==> src/rtl/dmem_pkg.sv <==
// Shared types and defaults for the data-memory bus interface.
package dmem_pkg;

    typedef enum logic [1:0] {
        IDLE = 2'd0,
        BUSY = 2'd1,
        DONE = 2'd2
    } dmemState_t;

    localparam int          DEF_TIMEOUT_CYCLES = 16;
    localparam logic [31:0] DEF_ERR_RDATA      = 32'hDEADBEEF;

    function automatic logic [31:0] wordAlign(input logic [31:0] addr);
        return {addr[31:2], 2'b00};
    endfunction

endpackage

==> src/rtl/dmem_bus_if_if.sv <==
// Request/acknowledge memory bus between the pipeline's data port (master) and memory (slave).
interface dmem_bus_if_if;
    logic        bus_req;
    logic        bus_we;
    logic [31:0] bus_addr;
    logic [31:0] bus_wdata;
    logic        bus_ack;
    logic [31:0] bus_rdata;
    logic        bus_err;

    modport master (
        output bus_req, bus_we, bus_addr, bus_wdata, bus_err,
        input  bus_ack, bus_rdata
    );

    modport slave (
        input  bus_req, bus_we, bus_addr, bus_wdata, bus_err,
        output bus_ack, bus_rdata
    );
endinterface

==> src/rtl/dmem_timeout_ctr.sv <==
// Counts BUSY cycles without an ack; expired pulses on the last allowed cycle.
module dmem_timeout_ctr
    import dmem_pkg::*;
#(
    parameter int TIMEOUT_CYCLES = DEF_TIMEOUT_CYCLES
) (
    input  logic clk,
    input  logic reset,
    input  logic clear,
    input  logic count,
    output logic expired
);
    localparam int            W    = (TIMEOUT_CYCLES > 1) ? $clog2(TIMEOUT_CYCLES) : 1;
    localparam logic [W-1:0]  TERM = W'(TIMEOUT_CYCLES - 1);

    logic [W-1:0] cnt;

    always_ff @(posedge clk) begin
        if (reset)      cnt <= '0;
        else if (clear) cnt <= '0;
        else if (count) cnt <= cnt + 1'b1;
    end

    assign expired = count && (cnt == TERM);
endmodule

==> src/rtl/dmem_bus_if.sv <==
// Data-memory bus port: stalls the pipeline while one load/store runs on a level req / pulse ack bus (>=3 cycles).
// DMEM_TIMEOUT_EN adds an abort after TIMEOUT_CYCLES BUSY cycles with a sticky bus_err.
module dmem_bus_if
    import dmem_pkg::*;
#(
    parameter int          TIMEOUT_CYCLES = DEF_TIMEOUT_CYCLES,
    parameter logic [31:0] ERR_RDATA      = DEF_ERR_RDATA
) (
    input  logic          clk,
    input  logic          reset,
    input  logic          MemReadM,
    input  logic          MemWriteM,
    input  logic [31:0]   ALUResult,
    input  logic [31:0]   WriteData,
    output logic [31:0]   ReadData,
    output logic          stallM,
    dmem_bus_if_if.master bus
);
    dmemState_t  state, stateNext;
    logic        accessReq, startAccess, timeoutHit;
    logic        weQ;
    logic [31:0] addrQ, wdataQ;

    assign accessReq   = MemReadM | MemWriteM;
    assign startAccess = (state == IDLE) && accessReq;

    always_ff @(posedge clk) begin
        if (reset) state <= IDLE;
        else       state <= stateNext;
    end

    // DONE always falls back to IDLE so the released instruction cannot re-issue.
    always_comb begin
        stateNext = state;
        case (state)
            IDLE:    if (accessReq) stateNext = BUSY;
            BUSY:    if (bus.bus_ack || timeoutHit) stateNext = DONE;
            DONE:    stateNext = IDLE;
            default: stateNext = IDLE;
        endcase
    end

    always_comb begin
        stallM      = 1'b0;
        bus.bus_req = 1'b0;
        case (state)
            IDLE: stallM = accessReq;
            BUSY: begin
                stallM      = 1'b1;
                bus.bus_req = 1'b1;
            end
            default: ;
        endcase
    end

    always_ff @(posedge clk) begin
        if (reset) begin
            addrQ    <= '0;
            wdataQ   <= '0;
            weQ      <= 1'b0;
            ReadData <= '0;
        end else begin
            if (startAccess) begin
                addrQ  <= wordAlign(ALUResult);
                wdataQ <= WriteData;
                weQ    <= MemWriteM;
            end
            if (state == BUSY && !weQ) begin
                if (bus.bus_ack)     ReadData <= bus.bus_rdata;
                else if (timeoutHit) ReadData <= ERR_RDATA;
            end
        end
    end

    assign bus.bus_addr  = addrQ;
    assign bus.bus_wdata = wdataQ;
    assign bus.bus_we    = weQ;

`ifdef DMEM_TIMEOUT_EN
    logic countEn;
    logic errQ;

    assign countEn = (state == BUSY) && !bus.bus_ack;

    dmem_timeout_ctr #(
        .TIMEOUT_CYCLES(TIMEOUT_CYCLES)
    ) uTimeoutCtr (
        .clk    (clk),
        .reset  (reset),
        .clear  (startAccess),
        .count  (countEn),
        .expired(timeoutHit)
    );

    always_ff @(posedge clk) begin
        if (reset)           errQ <= 1'b0;
        else if (timeoutHit) errQ <= 1'b1;
    end

    assign bus.bus_err = errQ;
`else
    logic unusedTimeoutCfg;
    assign unusedTimeoutCfg = (TIMEOUT_CYCLES != 0);
    assign timeoutHit       = 1'b0;
    assign bus.bus_err      = 1'b0;
`endif

endmodule

==> src/flat_wrapper.sv <==
// flat-port wrapper written by rule: the top's interface ports become plain ports
module dmem_bus_if_flat import dmem_pkg::*;
#(
    parameter int          TIMEOUT_CYCLES = DEF_TIMEOUT_CYCLES,
    parameter logic [31:0] ERR_RDATA      = DEF_ERR_RDATA
)
  (clk, reset, MemReadM, MemWriteM, ALUResult, WriteData, ReadData, stallM, bus_bus_req, bus_bus_we, bus_bus_addr, bus_bus_wdata, bus_bus_err, bus_bus_ack, bus_bus_rdata);
  dmem_bus_if_if bus_i ();
  input  logic clk;
  input  logic reset;
  input  logic MemReadM;
  input  logic MemWriteM;
  input  logic [31:0] ALUResult;
  input  logic [31:0] WriteData;
  output logic [31:0] ReadData;
  output logic stallM;
  output wire logic [$bits(bus_i.bus_req)-1:0] bus_bus_req;
  output wire logic [$bits(bus_i.bus_we)-1:0] bus_bus_we;
  output wire logic [$bits(bus_i.bus_addr)-1:0] bus_bus_addr;
  output wire logic [$bits(bus_i.bus_wdata)-1:0] bus_bus_wdata;
  output wire logic [$bits(bus_i.bus_err)-1:0] bus_bus_err;
  input wire logic [$bits(bus_i.bus_ack)-1:0] bus_bus_ack;
  input wire logic [$bits(bus_i.bus_rdata)-1:0] bus_bus_rdata;
  assign bus_bus_req = bus_i.bus_req;
  assign bus_bus_we = bus_i.bus_we;
  assign bus_bus_addr = bus_i.bus_addr;
  assign bus_bus_wdata = bus_i.bus_wdata;
  assign bus_bus_err = bus_i.bus_err;
  assign bus_i.bus_ack = bus_bus_ack;
  assign bus_i.bus_rdata = bus_bus_rdata;
  dmem_bus_if #(.TIMEOUT_CYCLES(TIMEOUT_CYCLES), .ERR_RDATA(ERR_RDATA)) u_core (.clk(clk), .reset(reset), .MemReadM(MemReadM), .MemWriteM(MemWriteM), .ALUResult(ALUResult), .WriteData(WriteData), .ReadData(ReadData), .stallM(stallM), .bus(bus_i));
endmodule
==> config.mk <==
export PLATFORM = sky130hd
export DESIGN_NAME = dmem_bus_if_flat
export DESIGN_NICKNAME = d
export VERILOG_FILES = /design/src/rtl/dmem_pkg.sv /design/src/rtl/dmem_bus_if_if.sv /design/src/rtl/dmem_timeout_ctr.sv /design/src/rtl/dmem_bus_if.sv /design/src/flat_wrapper.sv
export SDC_FILE = /design/constraint.sdc
export NUM_CORES = 1
export LEC_CHECK = 0
export ABC_AREA = 0
export ABC_CLOCK_PERIOD_IN_PS = 1400
export CORE_ASPECT_RATIO = 0.7
export CORE_MARGIN = 3
export CORE_UTILIZATION = 41
export DETAILED_ROUTE_END_ITERATION = 10
export PLACE_DENSITY = 0.85
export SETUP_SLACK_MARGIN = 0.4
export SYNTH_ARGS = -nofsm -noshare
export SYNTH_HDL_FRONTEND = slang
export SYNTH_HIERARCHICAL = 1
export SYNTH_SLANG_ARGS = --single-unit
==> constraint.sdc <==
create_clock -name clk -period 1.4 [get_ports clk]
set_input_delay 0.21 -clock clk [delete_from_list [all_inputs] [get_ports clk]]
set_output_delay 0.21 -clock clk [all_outputs]
set_load 0.1 [all_outputs]
==> summary.md <==
| Metric | Value |
|---|---|
| CTS root buffer | clkbuf_16 |
| Routability congestion estimate | 0.771 |
| Yosys warning total | 6 |
| Top cell by count, worst path | buf_12 |
| Slowest cell on the critical path | dfxtp_4 |
| Detail Route Antenna Nets | 0 |
| Vias in the first global route | roughly 4000 |
| Main synth FF type | dfxtp_1 |
| Most frequent cell after synthesis | nand2b_1 |
| Hold WC Path Type | in -> reg |
| Drt wl/cell | approximately 17 µm |
| Core region area | between 0.009 and 0.01 mm² |
| Count of final setup violators | 3 |
| Crit. End Element | register |
| Maximum vdd drop | 0.873 mV |
| Final Cycle Share | 1.01 |
| Crit path to | u_core/bus.bus_addr[25]$_SDFFE_PP0P_ |
| R2R depth | 7 |
| P&R area growth vs syn | 96.4% |
| Setup TNS | -0.0319 ns |
| Overall Power | 9.42 mW |
| Kind of critical path | reg -> reg |
| Placed cell count | 731 |
| WHS | 0.227 ns |
| Post-Synthesis Cells | around 430 |
| Total CTS buffers | 9 |
| Top post-synthesis cells by area | dfxtp_1, nand2b_1, mux2i_1 |
| Placement Cell Area | approximately 0.0072 mm² |
| Critical R2R Launch | u_core/state[0]$_SDFFE_PP0P_ |
| Max-slew violations | 0 |
| # port buffers | 195 |
| Max_cap viols | 0 |
| Final instance area | 0.00815 mm² |
| Clk_skew | approximately 0.005 ns |
| Synth top area share | 0.468 |
| H-tree levels | 3 |
| Clk_lat worst skew | roughly 0.34 ns |
| EDFF count, synth | 0 |
| Fin nets | around 760 |
| DR iter-0 viols | 115 |
| Slowest cell delay on critical path | roughly 0.37 ns |
| First-pass GRT wire length | 20.9 mm |
| Drt pass-1 iters | 4 |
| # IOs | 201 |
| Critical Path Stages | 7 |
| Fillers | 527 |
| Clock slew at reported path FFs | 0.07 ns |
| Share of post-route cells with drive strength above 1 | 0.427 |
| Worst path cell trace | buf_6 > nor2_4 > o21a_4 > buf_12 > buf_12 > buf_16 > mux2i_2 |
| Final Hold Vio Count | 0 |
| RSZ-0062 raised after global routing | yes |
| Syn_area_per_cell | 9.70 µm² |
| Critical path startpoint category | register |
| Post-synth cell types | 20 |
| Area leader, netlist | dfxtp_1 |
| Hold Buf Count CTS | 0 |
| Via density | 4.76 |
| Vias | about 3800 |
| Mapped Area | 0.00415 mm² |
| CTS max path bufs | 2 |
| Sink Count | 97 |
| Half-perimeter wire length after placement | roughly 9 mm |
| Antenna violations before repair | 0 |
| Worst-path maximum fanout | 6 |
| PwrDens | 1150 mW/mm² |
| Failing checks | setup timing |
| Post-Layout Cell Count | 793 |
| Reg-to-Reg End | u_core/bus.bus_addr[25]$_SDFFE_PP0P_ |
| Final Util | 0.835 |
| CTS tree | done |
| Worst endpoint required time | 1.65 ns |
| DP Worst Slack | -0.163 ns |
| Die Area | 0.0114 mm² |
| Final setup margin | -0.0134 ns |
| Fmax | 708 MHz |
| Chip height | 90.2 µm |
| WP buf/inv | 4 |
| Synthesis-stage register bit count | 97 |
| Fin crit period | 1.41 ns |
| Total length of routed wires | 13.6 mm |
| Die W | 126 µm |
| Initial Util | 0.425 |
| Largest net degree at the start of global routing | 74 |
| Cell family with most CP delay | buffers and inverters |
| Site row count | 30 |
| Async S/R FF share, synth | 0 |
| Post-synthesis sequential area ratio | 0.468 |
| ANT cells | 0 |
| Grt total ovfl | 0 |
| R2R setup slack | -0.01 ns |
| Most instantiated cells after synthesis | nand2b_1, dfxtp_1, nand2_1 |
| Gr usage total | 0.229 |
| CP Data Arrival Time | 1.67 ns |
| Outcome | finished with violations |
| Setup crit start | u_core/state[0]$_SDFFE_PP0P_ |
| DRC viols | 0 |
| Leakage | 3.32 nW |
==> cell usage in the layout (no fill, tap or decap) <==
cell type	instances
nand2b_1	124
buf_12	106
clkdlybuf4s50_1	94
dfxtp_2	88
nand2_1	66
mux2i_1	57
buf_4	38
a21oi_1	32
clkbuf_16	10
dfxtp_4	9
buf_6	6
buf_16	5
mux2i_2	5
clkbuf_8	3
conb_1	3
clkinvlp_4	2
dlygate4sd2_1	2
buf_8	2
nor2_4	2
clkinv_2	1
dlymetal6s2s_1	1
and2b_4	1
nor3_2	1
and4bb_1	1
nand4bb_4	1
o21a_4	1
a2111oi_4	1
nor2_1	1
a21bo_2	1
a21oi_2	1
==> how the worst min path moves through the flow <==
stage	startpoint	to	slack, ns	cells after the start
4_1_cts	reset	u_core/state[0]$_SDFFE_PP0P_	0.21	2
3_5_place_dp	u_core/ReadData[22]$_SDFFE_PP0P_	u_core/ReadData[22]$_SDFFE_PP0P_	0.47	2
3_3_place_gp	u_core/ReadData[10]$_SDFFE_PP0P_	u_core/ReadData[10]$_SDFFE_PP0P_	0.46	2
5_1_grt	reset	u_core/state[0]$_SDFFE_PP0P_	0.23	2
6_report	reset	u_core/state[0]$_SDFFE_PP0P_	0.23	2
2_1_floorplan	bus_bus_ack	u_core/state[0]$_SDFFE_PP0P_	0.31	1
==> metal layers <==
metal | wire [µm] | up-vias | global-route usage
li1 | - | 1828 | -
met4 | 267 | 0 | 0.0705
met1 | 5350 | 1811 | 0.251
met3 | 797 | 18 | 0.0683
met5 | 0 | - | 0
met2 | 7220 | 117 | 0.424
==> what timing repair did <==
| item | CTS | global route |
|---|---|---|
| pin swaps | 2 | 3 |
| setup endpoints to repair | 192 | 193 |
| resized for setup | 17 | 22 |
| cloned | 5 | 1 |
| setup buffers | 25 | 15 |
| hold endpoints to repair | 0 | 0 |
==> cell type report <==
cell class                      instances  area (µm²)  share of cell area
Clock buffer                           13         292              0.0358
Clock inverter                          3        20.0             0.00246
Timing Repair Buffer                  254        3610               0.443
Multi-Input combinational cell        298        1980               0.243
Tap cell                              128         160              0.0196
Sequential cell                        97        2090               0.256
==> cell families after synthesis <==
group | synth area share
buf+inv | 0.0745
compound gates | 0.0482
flops | 0.468
mux | 0.150
simple gates | 0.259
other cells | 0.000904
==> report_power, final <==
| part | internal [mW] | switching, mW |
|---|---|---|
| Clock | 1.46 | 1.04 |
| Sequential | 3.00 | 0.222 |
| Combinational | 1.58 | 2.11 |
| Total | 6.04 | 3.37 |
==> worst register-to-register path, cell delays in order (launching register included) <==
cell,delay (ns)
dfxtp_4,0.37
buf_6,0.12
nor2_4,0.11
o21a_4,0.15
buf_12,0.14
buf_12,0.11
buf_16,0.12
mux2i_2,0.21
==> flip-flops by register name, indices dropped and copies added, names as in the netlist <==
name,cells
u_core/ReadData,32
u_core/bus.bus_addr,30
u_core/bus.bus_we,1
u_core/state,2
u_core/bus.bus_wdata,32
Power figures use the tool's default switching activity.
